===== src/rtl/ram_arbiter.sv =====
// Two-port round-robin arbiter in front of a single-port RAM that updates on the falling clock edge.
// Each transaction runs IDLE -> ACCESS -> ACK. Every output comes straight from a flop.

module ram_arbiter_port #(
    parameter int DATA_W = 32
) (
    input  logic              clock,
    input  logic              reset,
    input  logic              ack_set,
    input  logic              cap_en,
    input  logic [DATA_W-1:0] ram_rdata,
    output logic              ack,
    output logic [DATA_W-1:0] rdata
);
    always_ff @(posedge clock or posedge reset) begin
        if (reset) begin
            ack   <= 1'b0;
            rdata <= '0;
        end else begin
            ack <= ack_set;
            if (cap_en)
                rdata <= ram_rdata;
        end
    end
endmodule

module ram_arbiter #(
    parameter int ADDR_W = 11,
    parameter int DATA_W = 32
) (
    input  logic              clock,
    input  logic              reset,
    input  logic              req0,
    input  logic              req1,
    input  logic              we0,
    input  logic              we1,
    input  logic [ADDR_W-1:0] addr0,
    input  logic [ADDR_W-1:0] addr1,
    input  logic [DATA_W-1:0] wdata0,
    input  logic [DATA_W-1:0] wdata1,
    output logic              ack0,
    output logic              ack1,
    output logic [DATA_W-1:0] rdata0,
    output logic [DATA_W-1:0] rdata1,
    output logic              ram_cs,
    output logic              ram_we,
    output logic [ADDR_W-1:0] ram_addr,
    output logic [DATA_W-1:0] ram_wdata,
    input  logic [DATA_W-1:0] ram_rdata,
    output logic              busy
);
    localparam int NUM_PORTS = 2;

    typedef enum logic [1:0] {IDLE, ACCESS, ACK} state_t;

    state_t state, state_nx;
    logic   grant, grant_nx;
    logic   last_grant, last_grant_nx;
    logic   win;
    logic   cs_nx, we_nx, busy_nx;
    logic [ADDR_W-1:0] addr_nx;
    logic [DATA_W-1:0] wdata_nx;

    logic [NUM_PORTS-1:0]             req_v, we_v, ack_set, cap_en;
    logic [NUM_PORTS-1:0][ADDR_W-1:0] addr_v;
    logic [NUM_PORTS-1:0][DATA_W-1:0] wdata_v;
    wire  [NUM_PORTS-1:0]             ack_v;
    wire  [NUM_PORTS-1:0][DATA_W-1:0] rdata_v;

    assign req_v   = {req1, req0};
    assign we_v    = {we1, we0};
    assign addr_v  = {addr1, addr0};
    assign wdata_v = {wdata1, wdata0};

    // On a tie the port that did not win last time gets the slot.
    assign win = (req_v == 2'b11) ? ~last_grant : req_v[1];

    always_ff @(posedge clock or posedge reset) begin
        if (reset) begin
            state      <= IDLE;
            grant      <= 1'b0;
            last_grant <= 1'b1;
            ram_cs     <= 1'b0;
            ram_we     <= 1'b0;
            ram_addr   <= '0;
            ram_wdata  <= '0;
            busy       <= 1'b0;
        end else begin
            state      <= state_nx;
            grant      <= grant_nx;
            last_grant <= last_grant_nx;
            ram_cs     <= cs_nx;
            ram_we     <= we_nx;
            ram_addr   <= addr_nx;
            ram_wdata  <= wdata_nx;
            busy       <= busy_nx;
        end
    end

    always_comb begin
        state_nx      = state;
        grant_nx      = grant;
        last_grant_nx = last_grant;
        cs_nx         = 1'b0;
        we_nx         = 1'b0;
        addr_nx       = ram_addr;
        wdata_nx      = ram_wdata;
        ack_set       = '0;
        cap_en        = '0;
        case (state)
            IDLE: begin
                if (|req_v) begin
                    state_nx      = ACCESS;
                    grant_nx      = win;
                    last_grant_nx = win;
                    cs_nx         = 1'b1;
                    we_nx         = we_v[win];
                    addr_nx       = addr_v[win];
                    wdata_nx      = wdata_v[win];
                end
            end
            ACCESS: begin
                // ram_rdata is only meaningful here: the RAM produced it on the preceding falling edge.
                state_nx       = ACK;
                ack_set[grant] = 1'b1;
                cap_en[grant]  = ~ram_we;
            end
            ACK:     state_nx = IDLE;
            default: state_nx = IDLE;
        endcase
        busy_nx = (state_nx != IDLE);
    end

    for (genvar p = 0; p < NUM_PORTS; p++) begin : g_port
        ram_arbiter_port #(.DATA_W(DATA_W)) u_port (
            .clock     (clock),
            .reset     (reset),
            .ack_set   (ack_set[p]),
            .cap_en    (cap_en[p]),
            .ram_rdata (ram_rdata),
            .ack       (ack_v[p]),
            .rdata     (rdata_v[p])
        );
    end

    assign ack0   = ack_v[0];
    assign ack1   = ack_v[1];
    assign rdata0 = rdata_v[0];
    assign rdata1 = rdata_v[1];
endmodule


===== config.mk =====
export PLATFORM = sky130hd
export DESIGN_NAME = ram_arbiter
export DESIGN_NICKNAME = d
export VERILOG_FILES = /design/src/rtl/ram_arbiter.sv
export SDC_FILE = /design/constraint.sdc
export NUM_CORES = 1
export LEC_CHECK = 0
export BUFFER_PORTS_ARGS = -buffer_cell sky130_fd_sc_hd__buf_2
export CORE_MARGIN = 8
export CORE_UTILIZATION = 34
export DETAILED_ROUTE_END_ITERATION = 10
export GPL_ROUTABILITY_DRIVEN = 1
export SETUP_SLACK_MARGIN = 0.1
export SLEW_MARGIN = 40
export SYNTH_ARGS = -nofsm -noshare
export SYNTH_HDL_FRONTEND = slang
export SYNTH_SLANG_ARGS = --single-unit

===== constraint.sdc =====
create_clock -name clock -period 5.95 [get_ports clock]
set_clock_uncertainty 0.15 [all_clocks]
set_input_delay 1.785 -clock clock [delete_from_list [all_inputs] [get_ports clock]]
set_output_delay 1.785 -clock clock [all_outputs]
set_load 0.02 [all_outputs]

==> metrics.md, run 1 <==
| Metric | Value |
|---|---|
| Detailed placement HPWL | between 10000 and 15000 µm |
| TritonCTS clock tree | yes |
| Die Span X | about 140 µm |
| Worst EP arrival | 3400 ps |
| Drt via density | about 5.2 |
| Pint | 2.78 mW |
| Die area | roughly 19000 µm² |
| CTS buffer count | 17 |
| Root buf cell | clkbuf_16 |
| MaxCap Viol Count | 0 |
| Clock power frac | a little under a quarter |
| PwrDens | between 600 and 700 nW/µm² |
| Sw Pwr | ~1.7 mW |
| Final nets | just over 700 |
| Post-placement cell count | around 760 |
| Reg power frac | between 30% and 40% |
| Hold WC Path Type | flop to flop |
| Antenna violations before repair | 0 |
| Worst setup margin | 2710 ps |
| Overall power | 4.46 mW |
| Remaining Overflow, GRT | 0 |
| GRT Util Overall | between 10% and 20% |
| Post-cts resize count | 0 |
| Drt pass-1 iters | 4 |
| Via count | roughly 4100 |
| Most frequent cells in the layout | 235 x buf_2, 115 x dfrtp_1, 45 x nand2_1 |
| Top Ports | 236 |
| Layout cell share with drive strength beyond 1 | between 50% and 60% |
| TNS Setup | 0 ps |
| H-tree lvl count | 4 |
| Logic pwr share | 43.7% |
| Port-buffer cells | approximately 240 |
| Relative slew slack | between 50 and 60% |
| DRC viols | 0 |
| Worst slew pin tran | roughly 710 ps |
| Drt total wl | ~15000 µm |
| Chip height | ~140 µm |
| Worst-path clk slew | roughly 50 ps |
| Syn_nets | 487 |
| Leak | 3.31 nW |
| Critical Path End Type | flop |
| RePlAce Congestion | approximately 0.75 |
| Iteration-0 DRC Markers | about 250 |
| Ant. Diodes | 0 |
| Mapped Area | 4990 µm² |
| Synthesis Warnings | 0 |
| DRT antenna net count | 0 |
| Cells after synthesis | 363 |
| Hold WS | 338 ps |
| Sink Count | around 120 |
| Netlist cell types | 23 |
| Number of global-route vias before repair | ~4600 |
| Final setup vio count | 0 |
| Clk buf depth | 2 |
| Critical path data required time | between 6000 and 7000 ps |
| Pin count of the biggest net entering global routing | 49 |
| RSZ-0062 raised after global routing | false |
| Rows | 44 |
| Most common cell after layout, fill and taps aside | buf_2 |
| Outcome | complete, no violations |
| Sequential area share after synthesis | ~58% |
| Syn-to-layout area delta | 38.7% |
| Max Fclk | approximately 310 MHz |
| Sw frac | between 30% and 40% |
| Final Non-Filler Cells | between 700 and 800 |
| Fin crit period | about 3200 ps |
| Crit path kind | primary input to flop |
| CP Max Fanout | 45 |
| Cts hold-fix bufs | 0 |
| Syn avg cell area | around 14 µm² |
| Peak supply drop | between 200 and 300 µV |
| Pins over their slew limit | 0 |
| Avg WL per Cell | roughly 19 µm |
| Dpl ws | between 2000 and 2500 ps |
| CORE AREA | about 14000 µm² |
| First-pass GRT wire length | ~24000 µm |
| Clock latency on the worst-skew pair | approximately 400 ps |
| CP Launch Type | primary input |
| Post-CTS Setup Bufs | 0 |
| Post-synthesis register bit count | between 100 and 150 |
| Fin. Hold Viols | 0 |
| Starting Density | between 30% and 40% |
| Final Cycle Share | about 54% |
==> metal layers <==
layer  GRT usage [%]  vias up  wire length [µm]
met2            25.4      221              7070
met4            5.31        0               201
met3            7.34       15              1570
met1            20.0     2011              6420
li1                -     1829                 -
met5               0        -                 0
==> cell usage after synthesis, drive strengths merged <==
master / count / area [µm²]
dfrtp: 115 / 2880
nor2b: 1 / 13.8
nor3: 4 / 30.0
a2111oi: 43 / 377
a21bo: 1 / 10.0
dfstp: 1 / 26.3
mux2: 66 / 856
a2bb2oi: 43 / 377
nor2: 3 / 13.8
inv: 2 / 7.51
clkbuf: 12 / 45.0
nand2: 45 / 169
buf: 23 / 150
and3b: 1 / 8.76
a21boi: 2 / 18.8
nand2b: 1 / 6.26
==> registers in the layout (all words and copies together), names as in the netlist <==
register	cells
busy	1
state	2
last_grant	1
ram_we	1
g_port.u_port.rdata	64
ram_addr	11
ram_cs	1
ram_wdata	32
g_port.u_port.ack	2
grant	1
==> kinds of logic after synthesis <==
| family | Yosys count | synth area share [%] |
|---|---|---|
| compound gates | 89 | 15.7 |
| buf+inv | 37 | 4.07 |
| flops | 116 | 58.2 |
| mux | 66 | 17.2 |
| simple gates | 55 | 4.84 |
==> critical path: stages <==
cell	delay, ps
buf_2	140
nor2_2	40
buf_4	260
nor3_4	420
buf_8	220
buf_4	310
a2bb2oi_1	220
==> metrics by stage <==
stage	util [%]	area, µm²
2_1_floorplan	-	4990
3_3_place_gp	43.5	6280
3_5_place_dp	43.6	6290
4_1_cts	47.9	6910
5_1_grt	48.0	6920
6_report	48.0	6920
==> path summary, 6_finish.rpt <==
check	slack (ps)	cells after the start	to	startpoint
max	2710	7	ram_wdata[15]	req0
min	340	1	g_port[0].u_port.rdata[24]	g_port[0].u_port.rdata[24]
max reg2reg	3530	4	g_port[1].u_port.rdata[18]	state[0]
min reg2reg	340	1	g_port[0].u_port.rdata[24]	g_port[0].u_port.rdata[24]
max in group asynchronous	3520	3	ram_wdata[8]	reset
min in group asynchronous	1220	2	g_port[0].u_port.rdata[22]	reset
==> power groups by stage <==
stage | Sequential, mW | Combinational (mW) | Clock [mW]
global placement | 1.44 | 1.93 | 0
CTS | 1.45 | 1.98 | 1.09
detailed placement | 1.45 | 1.98 | 0
finish | 1.45 | 1.95 | 1.06
floorplan | 1.88 | 0.879 | 0
global route | 1.50 | 2.09 | 1.14
==> cell type report <==
class                      instances  area, µm²
fill                            1303       7510
sequential                       116       2900
tap                              184        230
inverter                           2       10.0
multi-input combinational        210       1900
clock buffer                      21        460
timing repair buffer             245       1260
clock inverter                    10        155
(Power assumes the default switching activity.)
==> run 2, diff against run 1 <==
==> constraint.sdc (replaced) <==
create_clock -name clock -period 3.1 [get_ports clock]
set_clock_uncertainty 0.15 [all_clocks]
set_input_delay 0.93 -clock clock [delete_from_list [all_inputs] [get_ports clock]]
set_output_delay 0.93 -clock clock [all_outputs]
set_load 0.02 [all_outputs]
==> run 2 against run 1 <==
Compared with the run above: power increased by 90%; global-route usage decreased by 0.49 points; largest cell class unchanged; sequential share of layout area decreased by 0.053 points; sequential power increased by 90%; clock power increased by 86%; register-to-register slack got worse by 2700 ps.
==> metrics.md, run 2 (synthesis results as in run 1) <==
| Metric | Value |
|---|---|
| Most frequent cells in the layout | 235 x buf_2, 115 x dfrtp_1, 45 x nand2_1 (unchanged) |
| Hold WS | 330 ps (was 338 ps) |
| Leak | 3.32 nW (was 3.31 nW) |
| Clock power frac | 23.2% (was 23.8%) |
| Pint | 5.25 mW (was 2.78 mW) |
| CORE AREA | 14400 µm² (unchanged) |
| Drt via density | 5.10 (was 5.17) |
| Fillers | 1309 (was 1303) |
| Relative slew slack | 51.0% (was 52.5%) |
| Max reg flops | 64 (unchanged) |
| Family with the most delay on the worst path | flip-flops (was buffers and inverters) |
| RePlAce Congestion | 0.835 (was 0.746) |
| Post-placement cell count | 760 (was 757) |
| Die area | 18800 µm² (unchanged) |
| DRC viols | 0 (unchanged) |
| GRT Util Overall | 15.9% (was 16.4%) |
| Final setup vio count | 0 (unchanged) |
| Hold Startpoint | g_port[0].u_port.rdata[24] (unchanged) |
| Drt pass-1 iters | 4 (unchanged) |
| Detailed placement HPWL | 10800 µm (about the same) |
| RSZ-0062 raised after global routing | false (unchanged) |
| CP bufs+invs | 1 (was 4) |
| WHS Path Cells | 1 (unchanged) |
| Number of global-route vias before repair | 4396 (was 4563) |
| Hold WC Path Type | flop to flop (unchanged) |
| Cts hold-fix bufs | 0 (unchanged) |
| Fin. Hold Viols | 0 (unchanged) |
| Layout cell share with drive strength beyond 1 | 57.4% (was 57.3%) |
| CP Launch Type | flop (was primary input) |
| Post-CTS Setup Bufs | 0 (unchanged) |
| H-tree lvl count | 4 (unchanged) |
| TritonCTS clock tree | yes (unchanged) |
| Critical path data required time | 3240 ps (was 6110 ps) |
| Logic pwr share | 44.1% (was 43.7%) |
| Worst slew pin tran | 736 ps (was 712 ps) |
| Starting Density | 34.6% (unchanged) |
| Path depth of the worst reg2reg path | 4 (unchanged) |
| GRT busiest layer | met2 (unchanged) |
| Worst r2r src | state[0] (unchanged) |
| Crit-path max cell delay | 650 ps (was 420 ps) |
| Largest reg by FF count | g_port.u_port.rdata (unchanged) |
| CTS buffer count | 17 (unchanged) |
| Outcome | complete, no violations (unchanged) |
| Iteration-0 DRC Markers | 271 (was 249) |
| First-pass GRT wire length | 23500 µm (was 24100 µm) |
| Crit path kind | flop to flop (was primary input to flop) |
| Top flop regs | g_port.u_port.rdata: 64 flops, ram_wdata: 32 flops, ram_addr: 11 flops (unchanged) |
| Ant. Diodes | 0 (unchanged) |
| TNS Setup | 0 ps (unchanged) |
| Most common cell after layout, fill and taps aside | buf_2 (unchanged) |
| Fin crit period | ~2200 ps |
| Final nets | 719 (was 716) |
| Final Non-Filler Cells | 792 (was 788) |
| PwrDens | 1220 nW/µm² (was 645 nW/µm²) |
| Met3 Track Usage GR | 6.57% (was 7.34%) |
| Clock latency on the worst-skew pair | 400 ps (about the same) |
| Via count | 4038 (was 4076) |
| Rows | 44 (unchanged) |
| Chip height | 137 µm (unchanged) |
| Sw frac | 38.0% (was 37.8%) |
| Post-cts resize count | 0 (unchanged) |
| Remaining Overflow, GRT | 0 (unchanged) |
| Met2 Resource Use GR | 23.8% (was 25.4%) |
| Peak supply drop | 434 µV (was 288 µV) |
| Critical-path cell list | and3b_1 -> nor2b_4 -> buf_4 -> mux2_2 (was buf_2 -> nor2_2 -> buf_4 -> nor3_4 -> buf_8 -> buf_4 -> a2bb2oi_1) |
| Top Ports | 236 (unchanged) |
| Pin count of the biggest net entering global routing | 51 (was 49) |
| Critical Path End Type | flop (unchanged) |
| Port-buffer cells | 235 (unchanged) |
| Die Span X | 137 µm (unchanged) |
| Worst EP arrival | 2380 ps (was 3400 ps) |
| Worst Setup SP | state[0] (was req0) |
| Reg power frac | 32.7% (was 32.5%) |
| Drt total wl | 15000 µm (was 15300 µm) |
| Sink Count | 116 (unchanged) |
| Root buf cell | clkbuf_16 (unchanged) |
| Avg WL per Cell | 18.9 µm (was 19.4 µm) |
| DRT antenna net count | 0 (unchanged) |
| Sw Pwr | 3.22 mW (was 1.69 mW) |
| R2r setup slk | 860 ps (was 3530 ps) |
| M1 GR Usage | 20.0% (about the same) |
| End of the worst register-to-register path | g_port[1].u_port.rdata[18] (unchanged) |
| Final Cycle Share | 72.3% |
| Pins over their slew limit | 0 (unchanged) |
| MaxCap Viol Count | 0 (unchanged) |
| Max Fclk | 446 MHz |
| Overall power | 8.46 mW (was 4.46 mW) |
| Slowest CP cell | dfrtp_1 (was nor3_4) |
| Worst Hold End | g_port[0].u_port.rdata[24] (unchanged) |
| Clk buf depth | 2 (unchanged) |
| Syn-to-layout area delta | 38.9% (was 38.7%) |
| Worst-path clk slew | 50 ps (about the same) |
| CP Max Fanout | 32 (was 45) |
| Antenna violations before repair | 2 (was 0) |
## run 2: changes by cell type in the layout (fill, tap and decap cells not counted), sizes merged
cell      previous run  this run
clkinv               4         5
clkinvlp             2         3
buf                245       248
inv                  2         1
bufinv               4         3
clkbuf              21        22
## run 2: cell type report
cell class | count | area (µm²) | share of cell area [%]
sequential | 116 | 2900 | 41.9
tap | 184 | 230 | 3.32
multi-input combinational | 210 | 1900 | 27.4
clock buffer | 22 | 464 | 6.70
timing repair buffer | 248 | 1290 | 18.6
inverter | 2 | 11.3 | 0.163
clock inverter | 10 | 130 | 1.88
## run 2: layer usage
metal	vias to the layer above	share of wire [%]	wire, µm
met5	-	0.15	22
met2	202	46	6900
met1	1959	43	6380
li1	1849	-	-
met3	24	10	1500
met4	4	1.3	202
## run 2: worst max path at each step
stage	end	slack, ps	cells past startpoint
floorplan	busy	610	1
global placement	ram_wdata[7]	670	5
detailed placement	ram_addr[10]	590	6
CTS	g_port[1].u_port.rdata[19]	810	4
global route	g_port[1].u_port.rdata[19]	750	4
finish	g_port[1].u_port.rdata[18]	860	4
## run 2: metrics by stage
stage               area, µm²  worst slack [ps]  utilization [%]
detailed placement       6330               586             43.9
global route             6930               754             48.0
finish                   6930               859             48.0
floorplan                4990               607                -
CTS                      6930               814             48.0
global placement         6330               666             43.9
## run 2: power groups by stage
| stage | Clock, mW | Sequential (mW) | Combinational (mW) |
|---|---|---|---|
| 3_3_place_gp | 0 | 2.77 | 3.73 |
| 6_report | 1.97 | 2.76 | 3.74 |
| 4_1_cts | 2.02 | 2.77 | 3.80 |
| 2_1_floorplan | 0 | 3.61 | 1.69 |
| 5_1_grt | 2.10 | 2.86 | 4.00 |
| 3_5_place_dp | 0 | 2.77 | 3.80 |
==> run 3, diff against run 2 <==
==> constraint.sdc (replaced) <==
create_clock -name clock -period 1.8 [get_ports clock]
set_clock_uncertainty 0.15 [all_clocks]
set_input_delay 0.54 -clock clock [delete_from_list [all_inputs] [get_ports clock]]
set_output_delay 0.54 -clock clock [all_outputs]
set_load 0.02 [all_outputs]
==> run 3 against run 2 <==
Compared with the run above: sequential power increased by 72%; die area unchanged; sequential share of layout area decreased by 2.3 points; power increased by 79%; core utilization increased by 2.8 points; largest cell class unchanged; clock-buffer cell count increased by 5; register-to-register slack got worse by 770 ps; flip-flop and latch count unchanged.
==> metrics.md, run 3 (synthesis results as in run 1) <==
| Metric | Value |
|---|---|
| Outcome | complete, no violations (unchanged) |
| Via count | 4201 (was 4038) |
| CTS buffer count | 17 (unchanged) |
| Final setup vio count | 0 (unchanged) |
| Fin. Hold Viols | 0 (unchanged) |
| Hold WC Path Type | primary input to flop (was flop to flop) |
| Drt via density | 5.16 (was 5.10) |
| PwrDens | 2060 nW/µm² (was 1220 nW/µm²) |
| CP Max Fanout | 16 (was 32) |
| RePlAce Congestion | 0.781 (was 0.835) |
| DRT antenna net count | 0 (unchanged) |
| DRC viols | 0 (unchanged) |
| Fin crit period | 1710 ps (was 2240 ps) |
| First-pass GRT wire length | 23800 µm (was 23500 µm) |
| Avg WL per Cell | 19.6 µm (was 18.9 µm) |
| Chip height | 137 µm (unchanged) |
| Starting Density | 34.6% (unchanged) |
| Final Cycle Share | 94.8% (was 72.3%) |
| GRT Util Overall | 16.2% (was 15.9%) |
| Syn-to-layout area delta | 47.0% (was 38.9%) |
| Worst-path clk slew | 50 ps (about the same) |
| CORE AREA | 14400 µm² (unchanged) |
| Clock latency on the worst-skew pair | 400 ps (about the same) |
| Root buf cell | clkbuf_16 (unchanged) |
| Pins over their slew limit | 0 (unchanged) |
| RSZ-0062 raised after global routing | true (was false) |
| Final core utilization | 50.8% (was 48.0%) |
| TritonCTS clock tree | yes (unchanged) |
| Iteration-0 DRC Markers | 241 (was 271) |
| Leak | 3.50 nW (was 3.32 nW) |
| Die area | 18800 µm² (unchanged) |
| Detailed placement HPWL | 11200 µm (was 10800 µm) |
| CP Launch Type | flop (unchanged) |
| Reg power frac | 31.4% (was 32.7%) |
| Clock power frac | 20.9% (was 23.2%) |
| Critical Path End Type | flop (unchanged) |
| Overall power | 15.1 mW (was 8.46 mW) |
| Sw Pwr | 5.69 mW (was 3.22 mW) |
| Die Span X | 137 µm (unchanged) |
| Peak supply drop | 857 µV (was 434 µV) |
| Max Fclk | 586 MHz (was 446 MHz) |
| Worst slew pin tran | 437 ps (was 736 ps) |
| Clk buf depth | 2 (unchanged) |
| Most common cell after layout, fill and taps aside | buf_2 (unchanged) |
| H-tree lvl count | 4 (unchanged) |
| Rows | 44 (unchanged) |
| Final nets | 742 (was 719) |
| Layout cell share with drive strength beyond 1 | 59.0% (was 57.4%) |
| Remaining Overflow, GRT | 0 (unchanged) |
| Antenna violations before repair | 2 (unchanged) |
| MaxCap Viol Count | 0 (unchanged) |
| Hold WS | 217 ps (was 330 ps) |
| Drt total wl | 15900 µm (was 15000 µm) |
| TNS Setup | 0 ps (unchanged) |
| Port-buffer cells | 235 (unchanged) |
| Ant. Diodes | 0 (unchanged) |
| Top flop regs | g_port.u_port.rdata: 64 flops, ram_wdata: 32 flops, ram_addr: 11 flops (unchanged) |
| Most frequent cells in the layout | 232 x buf_2, 114 x dfrtp_1, 45 x nand2_1 (was 235 x buf_2, 115 x dfrtp_1, 45 x nand2_1) |
| Drt pass-1 iters | 4 (unchanged) |
| Top Ports | 236 (unchanged) |
| Worst EP arrival | 1830 ps (was 2380 ps) |
| Pint | 9.42 mW (was 5.25 mW) |
| Number of global-route vias before repair | 4526 (was 4396) |
| Sink Count | 116 (unchanged) |
| Critical path data required time | 1930 ps (was 3240 ps) |
| Pin count of the biggest net entering global routing | 49 (was 51) |
| Logic pwr share | 47.8% (was 44.1%) |
| Sw frac | 37.7% (was 38.0%) |
| Largest reg by FF count | g_port.u_port.rdata (unchanged) |
| Relative slew slack | 70.1% (was 51.0%) |
| Max reg flops | 64 (unchanged) |
| Crit path kind | flop to flop (unchanged) |
run 3: metrics by stage:
| step | instance area (µm²) | worst slack [ps] | cells |
|---|---|---|---|
| 6_report | 7330 | 92.8 | 814 |
| 5_1_grt | 7330 | 15.7 | 814 |
| 2_1_floorplan | 4990 | -303 | 363 |
| 4_1_cts | 7100 | 80.1 | 803 |
| 3_5_place_dp | 6520 | -100 | 770 |
| 3_3_place_gp | 6520 | -113 | 770 |
run 3: power groups by stage:
stage               registers, mW  clock network [mW]  logic (mW)
CTS                          4.75                3.22        6.90
finish                       4.74                3.16        7.22
detailed placement           4.75                   0        6.87
floorplan                    6.22                   0        2.91
global placement             4.72                   0        6.76
global route                 4.91                3.37        7.68
run 3: cell type report:
cell class,count,area [µm²]
Clock buffer,27,513
Inverter,2,11.3
Fill cell,1293,7100
Timing Repair Buffer,271,1690
Clock inverter,4,45.0
Tap cell,184,230
Multi-Input combinational cell,210,1930
Sequential cell,116,2910
run 3: per-layer routing:
metal | vias to the layer above | wire [µm] | track usage [%]
met5 | - | 22 | 0
met4 | 4 | 182 | 6.04
met3 | 18 | 1490 | 6.39
met2 | 203 | 7520 | 25.0
met1 | 2091 | 6720 | 20.1
li1 | 1885 | - | -
run 3: repair_timing:
item	4_1_cts	5_1_grt
pin swaps	0	0
gates resized for setup	2	22
cloned	0	6
endpoints found under the setup margin	3	83
buffers inserted	1	5
hold buffers	1	0
endpoints found under the hold margin	10	0
run 3: worst paths after layout:
path	startpoint	slack (ps)	endpoint	depth (start not counted)
worst max-delay path	state[1]	90	g_port[0].u_port.rdata[3]	5
worst min-delay path	addr0[0]	220	ram_addr[0]	3
worst max register to register	state[1]	90	g_port[0].u_port.rdata[3]	5
worst min register to register	g_port[0].u_port.rdata[25]	340	g_port[0].u_port.rdata[25]	1
max in group asynchronous	reset	420	last_grant	4
min in group asynchronous	reset	510	g_port[0].u_port.ack	3
run 3: worst max-delay path, cell delays in order (launching register included):
cell and delay [ps]:
dfrtp_1 390, nand2b_1 210, nor3_4 180, buf_12 140, buf_12 150, mux2_2 340
